`src/rtl/reg_file_cmd_ctrl.sv`:
```
// reg_file_cmd_ctrl
//   Decodes a byte stream from a UART receiver into register file accesses.
//   0xAA <addr> <data> writes one register. 0xBB <addr> reads one register
//   and forwards the byte to the TX FIFO. 0xCC <d0> <d1> writes d0 to
//   address 0 and d1 to address 1.
//
//   Optional feature (macro RD_TIMEOUT_EN): the read wait is bounded. If
//   RdData_Valid is not seen within 15 cycles, Err pulses for one cycle, no
//   byte is sent, and the FSM returns to IDLE. With the macro undefined the
//   read wait is unbounded and Err is tied to 0.
//
// Ports
//   CLK, RST              clock; asynchronous active-high reset
//   RX_Data, RX_Valid     received byte and its single-cycle strobe
//   Address, WrEn, RdEn   register file address and access strobes
//   WrData                register file write data
//   RdData, RdData_Valid  register file read data and its qualifier
//   TX_Data, TX_Valid     byte and single-cycle write strobe to the TX FIFO
//   FIFO_Full             TX FIFO full flag; holds off TX_Valid
//   Busy                  high whenever the FSM is not in IDLE
//   Err                   single-cycle read-timeout pulse
module reg_file_cmd_ctrl #(
    parameter int unsigned DATA_WIDTH = 8,
    parameter int unsigned ADDR_WIDTH = 4
) (
    input  logic                  CLK,
    input  logic                  RST,
    input  logic [DATA_WIDTH-1:0] RX_Data,
    input  logic                  RX_Valid,
    output logic [ADDR_WIDTH-1:0] Address,
    output logic                  WrEn,
    output logic                  RdEn,
    output logic [DATA_WIDTH-1:0] WrData,
    input  logic [DATA_WIDTH-1:0] RdData,
    input  logic                  RdData_Valid,
    output logic [DATA_WIDTH-1:0] TX_Data,
    output logic                  TX_Valid,
    input  logic                  FIFO_Full,
    output logic                  Busy,
    output logic                  Err
);

    localparam logic [DATA_WIDTH-1:0] CMD_WR = DATA_WIDTH'(8'hAA);
    localparam logic [DATA_WIDTH-1:0] CMD_RD = DATA_WIDTH'(8'hBB);
    localparam logic [DATA_WIDTH-1:0] CMD_OP = DATA_WIDTH'(8'hCC);

    typedef enum logic [2:0] {
        S_IDLE,
        S_WR_ADDR,
        S_WR_DATA,
        S_RD_ADDR,
        S_RD_WAIT,
        S_TX_SEND,
        S_OP_A,
        S_OP_B
    } state_t;

    state_t                state_q, state_d;
    logic [ADDR_WIDTH-1:0] addr_q, addr_d;
    logic [ADDR_WIDTH-1:0] lat_addr_q, lat_addr_d;
    logic [DATA_WIDTH-1:0] wr_data_q, wr_data_d;
    logic [DATA_WIDTH-1:0] tx_data_q, tx_data_d;
    logic                  wr_en_q, wr_en_d;
    logic                  rd_en_q, rd_en_d;
    logic                  tx_valid_q, tx_valid_d;
    logic                  busy_q, busy_d;

`ifdef RD_TIMEOUT_EN
    // The wait gives up once the counter has covered 15 RD_WAIT cycles.
    localparam int unsigned    TMO_W    = 4;
    localparam logic [TMO_W-1:0] TMO_LAST = TMO_W'(14);

    logic [TMO_W-1:0] tmo_cnt_q, tmo_cnt_d;
    logic             err_q, err_d;
`endif

    // Next-state and registered-output logic.
    always_comb begin
        state_d    = state_q;
        addr_d     = addr_q;
        lat_addr_d = lat_addr_q;
        wr_data_d  = wr_data_q;
        tx_data_d  = tx_data_q;
        wr_en_d    = 1'b0;
        rd_en_d    = 1'b0;
        tx_valid_d = 1'b0;
`ifdef RD_TIMEOUT_EN
        tmo_cnt_d  = tmo_cnt_q;
        err_d      = 1'b0;
`endif

        case (state_q)
            S_IDLE: begin
                if (RX_Valid) begin
                    if (RX_Data == CMD_WR) begin
                        state_d = S_WR_ADDR;
                    end else if (RX_Data == CMD_RD) begin
                        state_d = S_RD_ADDR;
                    end else if (RX_Data == CMD_OP) begin
                        state_d = S_OP_A;
                    end
                end
            end

            S_WR_ADDR: begin
                if (RX_Valid) begin
                    lat_addr_d = RX_Data[ADDR_WIDTH-1:0];
                    state_d    = S_WR_DATA;
                end
            end

            S_WR_DATA: begin
                if (RX_Valid) begin
                    wr_en_d   = 1'b1;
                    addr_d    = lat_addr_q;
                    wr_data_d = RX_Data;
                    state_d   = S_IDLE;
                end
            end

            S_OP_A: begin
                if (RX_Valid) begin
                    wr_en_d   = 1'b1;
                    addr_d    = '0;
                    wr_data_d = RX_Data;
                    state_d   = S_OP_B;
                end
            end

            S_OP_B: begin
                if (RX_Valid) begin
                    wr_en_d   = 1'b1;
                    addr_d    = ADDR_WIDTH'(1);
                    wr_data_d = RX_Data;
                    state_d   = S_IDLE;
                end
            end

            S_RD_ADDR: begin
                if (RX_Valid) begin
                    rd_en_d = 1'b1;
                    addr_d  = RX_Data[ADDR_WIDTH-1:0];
                    state_d = S_RD_WAIT;
`ifdef RD_TIMEOUT_EN
                    tmo_cnt_d = '0;
`endif
                end
            end

            // RX bytes arriving here and in TX_SEND are dropped.
            S_RD_WAIT: begin
                if (RdData_Valid) begin
                    tx_data_d = RdData;
                    state_d   = S_TX_SEND;
`ifdef RD_TIMEOUT_EN
                end else if (tmo_cnt_q == TMO_LAST) begin
                    err_d   = 1'b1;
                    state_d = S_IDLE;
                end else begin
                    tmo_cnt_d = tmo_cnt_q + TMO_W'(1);
`endif
                end
            end

            S_TX_SEND: begin
                if (!FIFO_Full) begin
                    tx_valid_d = 1'b1;
                    state_d    = S_IDLE;
                end
            end

            default: begin
                state_d = S_IDLE;
            end
        endcase

        // Registered from the next state so Busy lines up with state_q.
        busy_d = (state_d != S_IDLE);
    end

    // State and output registers.
    always_ff @(posedge CLK or posedge RST) begin
        if (RST) begin
            state_q    <= S_IDLE;
            addr_q     <= '0;
            lat_addr_q <= '0;
            wr_data_q  <= '0;
            tx_data_q  <= '0;
            wr_en_q    <= 1'b0;
            rd_en_q    <= 1'b0;
            tx_valid_q <= 1'b0;
            busy_q     <= 1'b0;
        end else begin
            state_q    <= state_d;
            addr_q     <= addr_d;
            lat_addr_q <= lat_addr_d;
            wr_data_q  <= wr_data_d;
            tx_data_q  <= tx_data_d;
            wr_en_q    <= wr_en_d;
            rd_en_q    <= rd_en_d;
            tx_valid_q <= tx_valid_d;
            busy_q     <= busy_d;
        end
    end

`ifdef RD_TIMEOUT_EN
    // Read-timeout counter and error pulse.
    always_ff @(posedge CLK or posedge RST) begin
        if (RST) begin
            tmo_cnt_q <= '0;
            err_q     <= 1'b0;
        end else begin
            tmo_cnt_q <= tmo_cnt_d;
            err_q     <= err_d;
        end
    end

    assign Err = err_q;
`else
    assign Err = 1'b0;
`endif

    assign Address  = addr_q;
    assign WrEn     = wr_en_q;
    assign RdEn     = rd_en_q;
    assign WrData   = wr_data_q;
    assign TX_Data  = tx_data_q;
    assign TX_Valid = tx_valid_q;
    assign Busy     = busy_q;

endmodule

```
`config.mk`:
```
export PLATFORM = sky130hd
export DESIGN_NAME = reg_file_cmd_ctrl
export DESIGN_NICKNAME = d
export VERILOG_FILES = /design/src/rtl/reg_file_cmd_ctrl.sv
export SDC_FILE = /design/constraint.sdc
export NUM_CORES = 1
export LEC_CHECK = 0
export ABC_CLOCK_PERIOD_IN_PS = 2050
export CAP_MARGIN = 20
export CORE_MARGIN = 3
export CORE_UTILIZATION = 45
export DETAILED_ROUTE_END_ITERATION = 6
export GPL_ROUTABILITY_DRIVEN = 1
export PLACE_DENSITY = 0.78
export RECOVER_POWER = 50
export SKIP_CTS_REPAIR_TIMING = 1
export SLEW_MARGIN = 20
export SYNTH_ARGS = -nofsm -noshare
export SYNTH_HDL_FRONTEND = slang
export SYNTH_SLANG_ARGS = --single-unit
```
`constraint.sdc`:
```
create_clock -name CLK -period 2.05 [get_ports CLK]
set_clock_uncertainty 0.05 [all_clocks]
set_input_delay 0.615 -clock CLK [delete_from_list [all_inputs] [get_ports CLK]]
set_output_delay 0.615 -clock CLK [all_outputs]
set_load 0.05 [all_outputs]
```
# Word-level counts from Yosys, hierarchy flattened
# Cells that the tools add are included.
# Widths: inputs -> output; s select.
[totals]
ram_bits = 0
inputBits = 21
out_inout_bits = 25
rom_bits = 0
wordCells = 53
n_memories = 0
reg_bits = 31
latchBits = 0
[classes]
shift = 0
n_addsub = 0
bitwise_logic = 0
muxes = 21
eq_ne = 14
order_cmp = 0
n_reduce_logical = 9
multipliers = 0
n_div = 0
[op_table]
columns = ["operator", "count"]
rows = [
  ["$mux 3", 10],
  ["$eq 8x8->1 const B", 3],
  ["$pmux 3 s7", 1],
  ["$mux 4", 4],
  ["$pmux 4 s4", 1],
  ["$eq 3x3->1 const B", 4],
  ["$ne 2x2->1 const B", 4],
  ["$eq 3x2->1 const B", 2],
  ["$reduce_and 2->1", 3],
  ["$mux 1", 5],
  ["$reduce_and 5->1", 1],
  ["$reduce_bool 4->1", 1],
  ["$eq 3x1->1 const B", 1],
  ["$logic_not 3->1", 1],
  ["$reduce_bool 3->1", 1],
  ["$reduce_or 3->1", 1],
  ["$reduce_or 2->1", 1],
]

# Logic depth before layout (Yosys ltp)
# Gate-level depths: netlist (run 1).
[depth]
word_depth = 7
mapped_depth = 6
mapped_depth_nobuf = 4

# Worst setup path after synthesis (run 1)
# Ideal clock, no wire load.
[synth_path]
path_kind = "input to register"
from = "in RX_Data[6]"
to = "reg busy_q, in the netlist Busy"
required_ps = 1869
setup_ps = 131
stages = 4
arrival_ps = 1479
path_slack_ps = 390
path_buffers = 0
cell_sequence = "and4bb_1 and4bb_1 a221oi_2 or3_1"
[synth_via]
elab_chain_cells = 7
elab_cells_between_ends = 9
classes_between = "eq/ne: 3; mux: 5; reduce/logical: 1"
[synth_rtl]
columns = ["item", "line", "source"]
rows = [
  ["start: declaration", "28", "input logic [DATA_WIDTH-1:0] RX_Data,"],
  ["$eq 8x8->1", "99", "end else if (RX_Data == CMD_OP) begin"],
  ["$mux 3", "99", ""],
  ["$mux 3", "97", "end else if (RX_Data == CMD_RD) begin"],
  ["$mux 3 (*)", "95", "if (RX_Data == CMD_WR) begin"],
  ["$mux 3 (*)", "94", "if (RX_Valid) begin"],
  ["$pmux 3 s7 (*)", "92", "case (state_q)"],
  ["net state_d[1]", "58", "state_t state_q, state_d;"],
  ["$reduce_bool 3->1 (*)", "178", "busy_d = (state_d != S_IDLE);"],
  ["net busy_d", "66", "logic busy_q, busy_d;"],
  ["end signal: assignment", "202", "busy_q <= busy_d;"],
  ["end: declaration", "66", ""],
]
# The timed path passes the listed nets; every way through them passes the cells marked *.
# A chain may end at the register's enable or synchronous reset.

# Worst setup path in the final report (run 1)
[layout_path]
from = "in RX_Data[1]"
to = "reg busy_q, in the netlist Busy"
# Same word-level chain as after synthesis.

==> results.toml, run 1 <==
[floorplanning]
boundaryPins = 46
die_area_um2 = 3910
die_h_um = 62.5
num_rows = 19
core_um2 = 2900
die-width_um = 62.5
start_util = 0.496

[finish]
layout_common_cells = "31 x dfrtp_1, 27 x buf_4, 19 x clkdlybuf4s50_1"
drive_gt1_frac = 0.378
fillers = 251
final_common_cell = "dfrtp_1"
final_nets = 193
syn_to_final_growth_pct = 37.5
utilization = 0.682
diodes = 0
layoutNonFillerInstCount = 214

[power]
leakagePower_nw = 0.868
total_power_w = 0.00331
peakVddDrop_mv = 1.12
power.density_nw_per_um2 = 1670
power_switching_w = 0.00156
p_comb_frac = 0.531
power.internal_w = 0.00175
switching_share = 0.471
power_frac_clock = 0.138
seq_power_share = 0.332

[global_route]
grt-ovfl-total = 0
grt_pass1_vias = 1160
antenna_found_initial = 0
grt_max_degree = 32
track_usage = 0.178
grt_pass1_wl_mm = 5.41

[critical_path]
r2r-start = "state_q[2]"
crit_start = "RX_Data[1]"
crit_path_start_kind = "primary input"
end_kind = "flip-flop"
r2r-end = "Busy"
cp.required_ns = 2.22
crit_arrival_ns = 2.04
rr_worst_depth = 5
ff2ff_setup_slack_ns = 0.42
crit_path_max_fanout = 3
path_class = "in -> reg"

[timing]
finalCritPeriodShare = 0.913
final-setup-viol-count = 0
rsz0062_at_grt = "false"
fmax_mhz = 534
period_needed_ns = 1.87
hold_viol = 0
tightestPinTransition_ns = 0.765
drv_slew = 0
slew_headroom = 0.490

[hold_path]
hold_depth = 2
min-delay-start = "Address[0]"
hp-class = "reg -> reg"
min_to = "Address[0]"

[synth]
synth_edf_count = 0
ys_ff_latch = 31
yosysUniqueCellTypes = 41
synth_area_um2 = 1440
seq_area_frac_synth = 0.540
yosys-top-cells-area = "dfrtp_1 54%, mux2_2 13%, a221oi_1 1.8%"
synth_ff_type = "dfrtp_1"
syn_nets = 134
syn_area_per_cell_um2 = 12.7
synth_warnings = 0
ys_async_sr_fraction = 1.00
synth_top_area_frac = 0.540
synth_cells = 113
yosys.area.top_type = "dfrtp_1"

[clock_tree]
cts_tree = "yes"
cts-buffers-inserted = 5
clk_latency_ns = 0.33
clockRootBuffer = "clkbuf_4"
clock_path_buffers = 2
clock_sinks = 31
htreeDepth = 2
path_clk_slew_ns = 0.10

[route]
vias_per_cell = 5.14
routed_wirelength_mm = 3.12
vias = 1100
drt_iter0_markers = 30
route.detailed.drc = 0
ant_nets = 0
drt_pass1_iterations = 4
wl_per_cell_um = 14.6

[place]
io_buffer_count = 44
dp_hpwl_mm = 2.33
finalWeightedCongestion = 0.828
dp.cells = 207

[outcome]
status = "finished clean"

[run]
drv_cap = 0
==> cell usage after synthesis, types with 2 or more instances <==
cell type,n
mux2_1,2
and4bb_1,2
inv_1,3
nand2_1,5
a221oi_1,3
and3_1,2
nand3_1,2
inv_2,2
buf_4,2
buf_6,2
nor2_1,6
mux2_2,17
dfrtp_1,31
o211ai_1,2
o21ai_0,4
nor2b_1,3
==> power by group through the flow <==
stage | Combinational (W) | Sequential (W) | Clock [W]
after floorplan | 0.000600 | 0.00179 | 0
after global placement | 0.00179 | 0.00109 | 0
after detailed placement | 0.00181 | 0.00111 | 0
after CTS | 0.00182 | 0.00110 | 0.000465
after global routing | 0.00186 | 0.00114 | 0.000502
final | 0.00175 | 0.00110 | 0.000455
==> metal layers <==
metal	global-route usage	part of all wire	wire (um)
met5	0	0	0
met4	0.0854	0.020	63
met3	0.0773	0.075	235
met2	0.272	0.47	1470
met1	0.215	0.43	1350
==> layout make-up <==
cell class	count	area (um2)	share of cell area
Sequential cell	31	776	0.392
Multi-Input combinational cell	72	601	0.304
Timing Repair Buffer	57	458	0.232
Tap cell	42	52.6	0.0266
Clock buffer	6	41.3	0.0209
Clock inverter	1	30.0	0.0152
Inverter	5	18.8	0.00949
==> sequential cells by signal (all words and copies together) (netlist names) <==
signal	flops
RdEn	1
WrData	8
Address	4
WrEn	1
TX_Valid	1
TX_Data	8
Busy	1
state_q	3
lat_addr_q	4
==> through the flow <==
step	hold WS (ns)	cell area (um2)	setup TNS [ns]	setup slack, ns
floorplan	0.408	1440	0	0.390
global placement	0.416	1940	-0.751	-0.121
detailed placement	0.437	1940	-0.985	-0.173
CTS	0.467	2010	0	0.197
global route	0.481	1980	0	0.114
finish	0.449	1980	0	0.179
==> how the worst max path moves through the flow <==
| stage | endpoint | cells after the start |
|---|---|---|
| 2_1_floorplan | Busy | 4 |
| 3_3_place_gp | Busy | 5 |
| 3_5_place_dp | Busy | 5 |
| 4_1_cts | Busy | 5 |
| 5_1_grt | Busy | 6 |
| 6_report | Busy | 5 |
==> kinds of logic after synthesis <==
logic type | after synthesis | share of synthesized area
compound gates | 16 | 0.0931
xor+xnor | 1 | 0.00609
simple gates | 35 | 0.167
other cells | 1 | 0.00261
flops | 31 | 0.540
mux | 19 | 0.149
buf+inv | 10 | 0.0426
==> worst max-delay path: stages <==
cell             delay, ns
clkdlybuf4s50_1       0.52
and4bb_1              0.27
and4bb_1              0.23
a221oi_2              0.04
or3_1                 0.37
No activity file was read; power rests on OpenSTA's default activity.
==> run 2: changes to the inputs <==
Settings changed: REMOVE_ABC_BUFFERS from default to 1.
==> run 2 against run 1 <==
First-iteration DRC count shrank 60%. Non-clock buffer count grew 1. Clock-buffer cell count grew 1. Setup slack gained 0.013 ns. Cell area grew 0.44%. Routed wire length shrank 5.4%. Global-route usage is the same. Critical path depth is the same. Utilization grew 0.30 points. Critical path type unchanged. Highest routed layer unchanged.
==> results.toml, run 2 (synthesized netlist as in run 1, its figures left out) <==
[outcome]
status = "finished clean"

[finish]
layoutNonFillerInstCount = 216
drive_gt1_frac = 0.391
syn_to_final_growth_pct = 38.1
final_common_cell = "dfrtp_1"
final_nets = 194
utilization = 0.685
layout_common_cells = "31 x dfrtp_1, 28 x buf_4, 19 x clkdlybuf4s50_1"
diodes = 0

[place]
dp.cells = 208
io_buffer_count = 44
place_ws_ns = -0.174
finalWeightedCongestion = 0.927
dp_hpwl_mm = 2.34

[global_route]
grt_pass1_wl_mm = 5.53
track_usage = 0.178
grt_pass1_vias = 1187
grt_max_degree = 32
grt-ovfl-total = 0
antenna_found_initial = 0

[timing]
timing.final.ws_setup_ns = 0.192
tightestPinTransition_ns = 0.743
fmax_mhz = 538
slew_headroom = 0.504
period_needed_ns = 1.86
setup_tns_ns = 0
drv_slew = 0
rsz0062_at_grt = "false"
hold_viol = 0
finalCritPeriodShare = 0.906
final-setup-viol-count = 0

[power]
peakVddDrop_mv = 1.23
power_frac_clock = 0.124
p_comb_frac = 0.540
total_power_w = 0.00325
power.internal_w = 0.00170
power_switching_w = 0.00155
seq_power_share = 0.336
power.density_nw_per_um2 = 1640
switching_share = 0.477
leakagePower_nw = 0.872

[floorplanning]
die_area_um2 = 3910
start_util = 0.496
boundaryPins = 46
num_rows = 19
core_um2 = 2900
die_h_um = 62.5
die-width_um = 62.5

[clock_tree]
path_clk_slew_ns = 0.09
clk_latency_ns = 0.33
cts_tree = "yes"
htreeDepth = 2
clock_path_buffers = 2
clockRootBuffer = "clkbuf_4"
clock_sinks = 31
cts-buffers-inserted = 5

[critical_path]
crit_chain = "clkdlybuf4s50_1 -> and4bb_1 -> and4bb_1 -> a221oi_2 -> or3_1"
cp_slowest_cell = "clkdlybuf4s50_1"
crit_arrival_ns = 2.02
end_kind = "flip-flop"
slowest_delay_ns = 0.46
crit_path_max_fanout = 3
crit_top_cell = "and4bb_1"
path_class = "in -> reg"
cp.required_ns = 2.21
crit_path_start_kind = "primary input"

[route]
routed_wirelength_mm = 2.95
ant_nets = 0
drt_iter0_markers = 12
vias = 1084
wl_per_cell_um = 13.7
route.detailed.drc = 0
drt_pass1_iterations = 4
vias_per_cell = 5.02

[run]
drv_cap = 0

[hold_path]
hp-class = "reg -> reg"
run 2: critical path, delay by kind of cell:
kind / cells / cell delay [ns]
simple gates: 3 / 0.91
buf+inv: 1 / 0.46
compound gates: 1 / 0.04
run 2: layer usage:
layer | global-route usage | vias up | wire, um
li1 | - | 525 | -
met1 | 0.215 | 505 | 1220
met2 | 0.288 | 48 | 1400
met3 | 0.0683 | 6 | 281
met4 | 0.0661 | 0 | 47
met5 | 0 | - | 0
run 2: layout make-up:
type                    instances  area, um2
clock buffers                   7       65.1
clock inverters                 1       7.51
fillers                       249        915
inverters                       5       18.8
multi-input cells              72        601
flip-flops and latches         31        776
well taps                      42       52.6
repair buffers                 58        465
run 2: stage by stage:
step	hold slack [ns]	cell area, um2
2_1_floorplan	0.408	1400
5_1_grt	0.488	1990
3_5_place_dp	0.425	1950
3_3_place_gp	0.419	1950
4_1_cts	0.447	2020
6_report	0.443	1990
run 2: path summary, 6_finish.rpt:
| path | startpoint | endpoint | slack [ns] | cells after the start |
|---|---|---|---|---|
| setup / recovery | RX_Data[2] | Busy | 0.19 | 5 |
| hold reg to reg | Address[0] | Address[0] | 0.44 | 2 |
| min in group asynchronous | RST | WrData[1] | 0.87 | 3 |
| setup reg to reg | state_q[2] | lat_addr_q[1] | 0.43 | 3 |
| hold / removal | Address[0] | Address[0] | 0.44 | 2 |
| max in group asynchronous | RST | TX_Data[6] | 0.60 | 3 |
run 2: power by group through the flow:
| stage | Clock (W) | Sequential, W | Combinational [W] |
|---|---|---|---|
| finish | 0.000402 | 0.00109 | 0.00175 |
| global route | 0.000449 | 0.00114 | 0.00186 |
| CTS | 0.000418 | 0.00110 | 0.00182 |
| detailed placement | 0 | 0.00111 | 0.00182 |
| global placement | 0 | 0.00110 | 0.00179 |
| floorplan | 0 | 0.00184 | 0.000496 |
==> run 3: changes to the inputs <==
Settings changed: CORE_MARGIN 3 to 4.
==> run 3 against run 2 <==
Via count fell by 0.37%. Combinational power barely moved. Die area rose by 6.5%. Sequential share of layout area rose by 0.35 points. Setup slack got worse by 0.063 ns. Total power rose by 2.7%. Sequential cell count did not move. Final cell count fell by 0.93%. Clock-buffer cell count fell by 1. Critical endpoint is now lat_addr_q[1].
==> results.toml, run 3 (synthesized netlist as in run 1, its figures left out) <==
[place]
post_dp_cell_area_um2 = 1920
finalWeightedCongestion = 0.871
dp.cells = 206
io_buffer_count = 44
dp_hpwl_mm = 2.32

[clock_tree]
htreeDepth = 2
clockRootBuffer = "clkbuf_4"
clock_sinks = 31
cts_tree = "yes"
clock_path_buffers = 2
cts-buffers-inserted = 5
path_clk_slew_ns = 0.10
clk_latency_ns = 0.33

[finish]
multi_input_area_um2 = 601
final_nets = 190
final_area_um2 = 1970
drive_gt1_frac = 0.371
final_common_cell = "dfrtp_1"
seq_area_um2 = 776
fillers = 265
layout_common_cells = "31 x dfrtp_1, 23 x buf_4, 19 x clkdlybuf4s50_1"
diodes = 0
layoutNonFillerInstCount = 214
syn_to_final_growth_pct = 36.9

[critical_path]
crit_buf_inv = 1
cp_slowest_cell = "clkdlybuf4s50_1"
r2r-end = "WrData[5]"
slowest_delay_ns = 0.57
cp.required_ns = 2.23
path_class = "in -> reg"
crit_start = "RX_Valid"
path_depth = 4
crit_path_start_kind = "primary input"
r2r-start = "state_q[1]"
crit_chain = "clkdlybuf4s50_1 -> nor2b_1 -> and3_1 -> mux2_2"
crit_end = "lat_addr_q[1]"
ff2ff_setup_slack_ns = 0.34
end_kind = "flip-flop"
path_delay_family = "buffers and inverters"
crit_path_max_fanout = 6
rr_worst_depth = 3
crit_arrival_ns = 2.10

[floorplanning]
start_util = 0.471
die_area_um2 = 4160
die-width_um = 64.5
core_um2 = 3050
num_rows = 20
die_h_um = 64.5
boundaryPins = 46

[power]
power.density_nw_per_um2 = 1700
peakVddDrop_mv = 0.956
leakagePower_nw = 0.860
total_power_w = 0.00334

[timing]
final-setup-viol-count = 0
fmax_mhz = 520
hold_viol = 0
setup_tns_ns = 0
rsz0062_at_grt = "false"
slew_headroom = 0.512
hold_ws_ns = 0.452
finalCritPeriodShare = 0.937
drv_slew = 0
period_needed_ns = 1.92
tightestPinTransition_ns = 0.731

[route]
vias = 1080
ant_nets = 0
drt_pass1_iterations = 4
wl_per_cell_um = 14.2
routed_wirelength_mm = 3.05
drt_iter0_markers = 10
route.detailed.drc = 0
vias_per_cell = 5.05

[global_route]
use_met3 = 0.0624
use_met2 = 0.277
grt_max_degree = 32
grt_pass1_wl_mm = 5.14
grt_use_met1 = 0.183
antenna_found_initial = 0
gr-max-usage-layer = "met2"
grt-ovfl-total = 0
track_usage = 0.164
grt_pass1_vias = 1149

[run]
drv_cap = 0

[outcome]
status = "finished clean"

[hold_path]
hp-class = "reg -> reg"
## run 3: cell types whose count changed in the layout (fill, tap and decap cells not counted), sizes merged
cell / change
clkinv: +1
buf: -5
clkinvlp: -1
bufinv: +1
## run 3: worst min-delay path by stage
stage | depth (start not counted) | startpoint | to | slack [ns]
after global placement | 1 | lat_addr_q[3] | lat_addr_q[3] | 0.42
after detailed placement | 2 | Address[0] | Address[0] | 0.43
final | 2 | Address[0] | Address[0] | 0.45
after CTS | 2 | Address[0] | Address[0] | 0.46
after floorplan | 1 | lat_addr_q[2] | lat_addr_q[2] | 0.41
after global routing | 1 | WrData[5] | WrData[5] | 0.49
## run 3: where the power goes
| group | internal, W | switching (W) | total (W) |
|---|---|---|---|
| sequential | 0.000887 | 0.000208 | 0.00110 |
| combinational | 0.000603 | 0.00114 | 0.00174 |
| clock | 0.000288 | 0.000211 | 0.000499 |
## run 3: area by class of cell
cell class | count | share of cell area
Sequential cell | 31 | 0.394
Tap cell | 44 | 0.0280
Inverter | 5 | 0.00954
Timing Repair Buffer | 54 | 0.219
Multi-Input combinational cell | 72 | 0.305
Clock buffer | 6 | 0.0261
Clock inverter | 2 | 0.0178
## run 3: worst register-to-register path: cells and delay by family (launching register included)
family | cells | cell delay, ns
mux | 1 | 0.37
simple gates | 2 | 0.53
flops | 1 | 0.66
## run 3: per-layer routing
metal  part of all wire  wire length [um]
met5                  0                 0
met4              0.020                61
met3              0.090               273
met2               0.47              1440
met1               0.42              1280
## run 3: metrics by stage
| stage | util | worst slack (ns) |
|---|---|---|
| global route | 0.645 | 0.0810 |
| CTS | 0.657 | 0.156 |
| floorplan | - | 0.390 |
| finish | 0.645 | 0.128 |
| detailed placement | 0.628 | -0.218 |
| global placement | 0.628 | -0.175 |
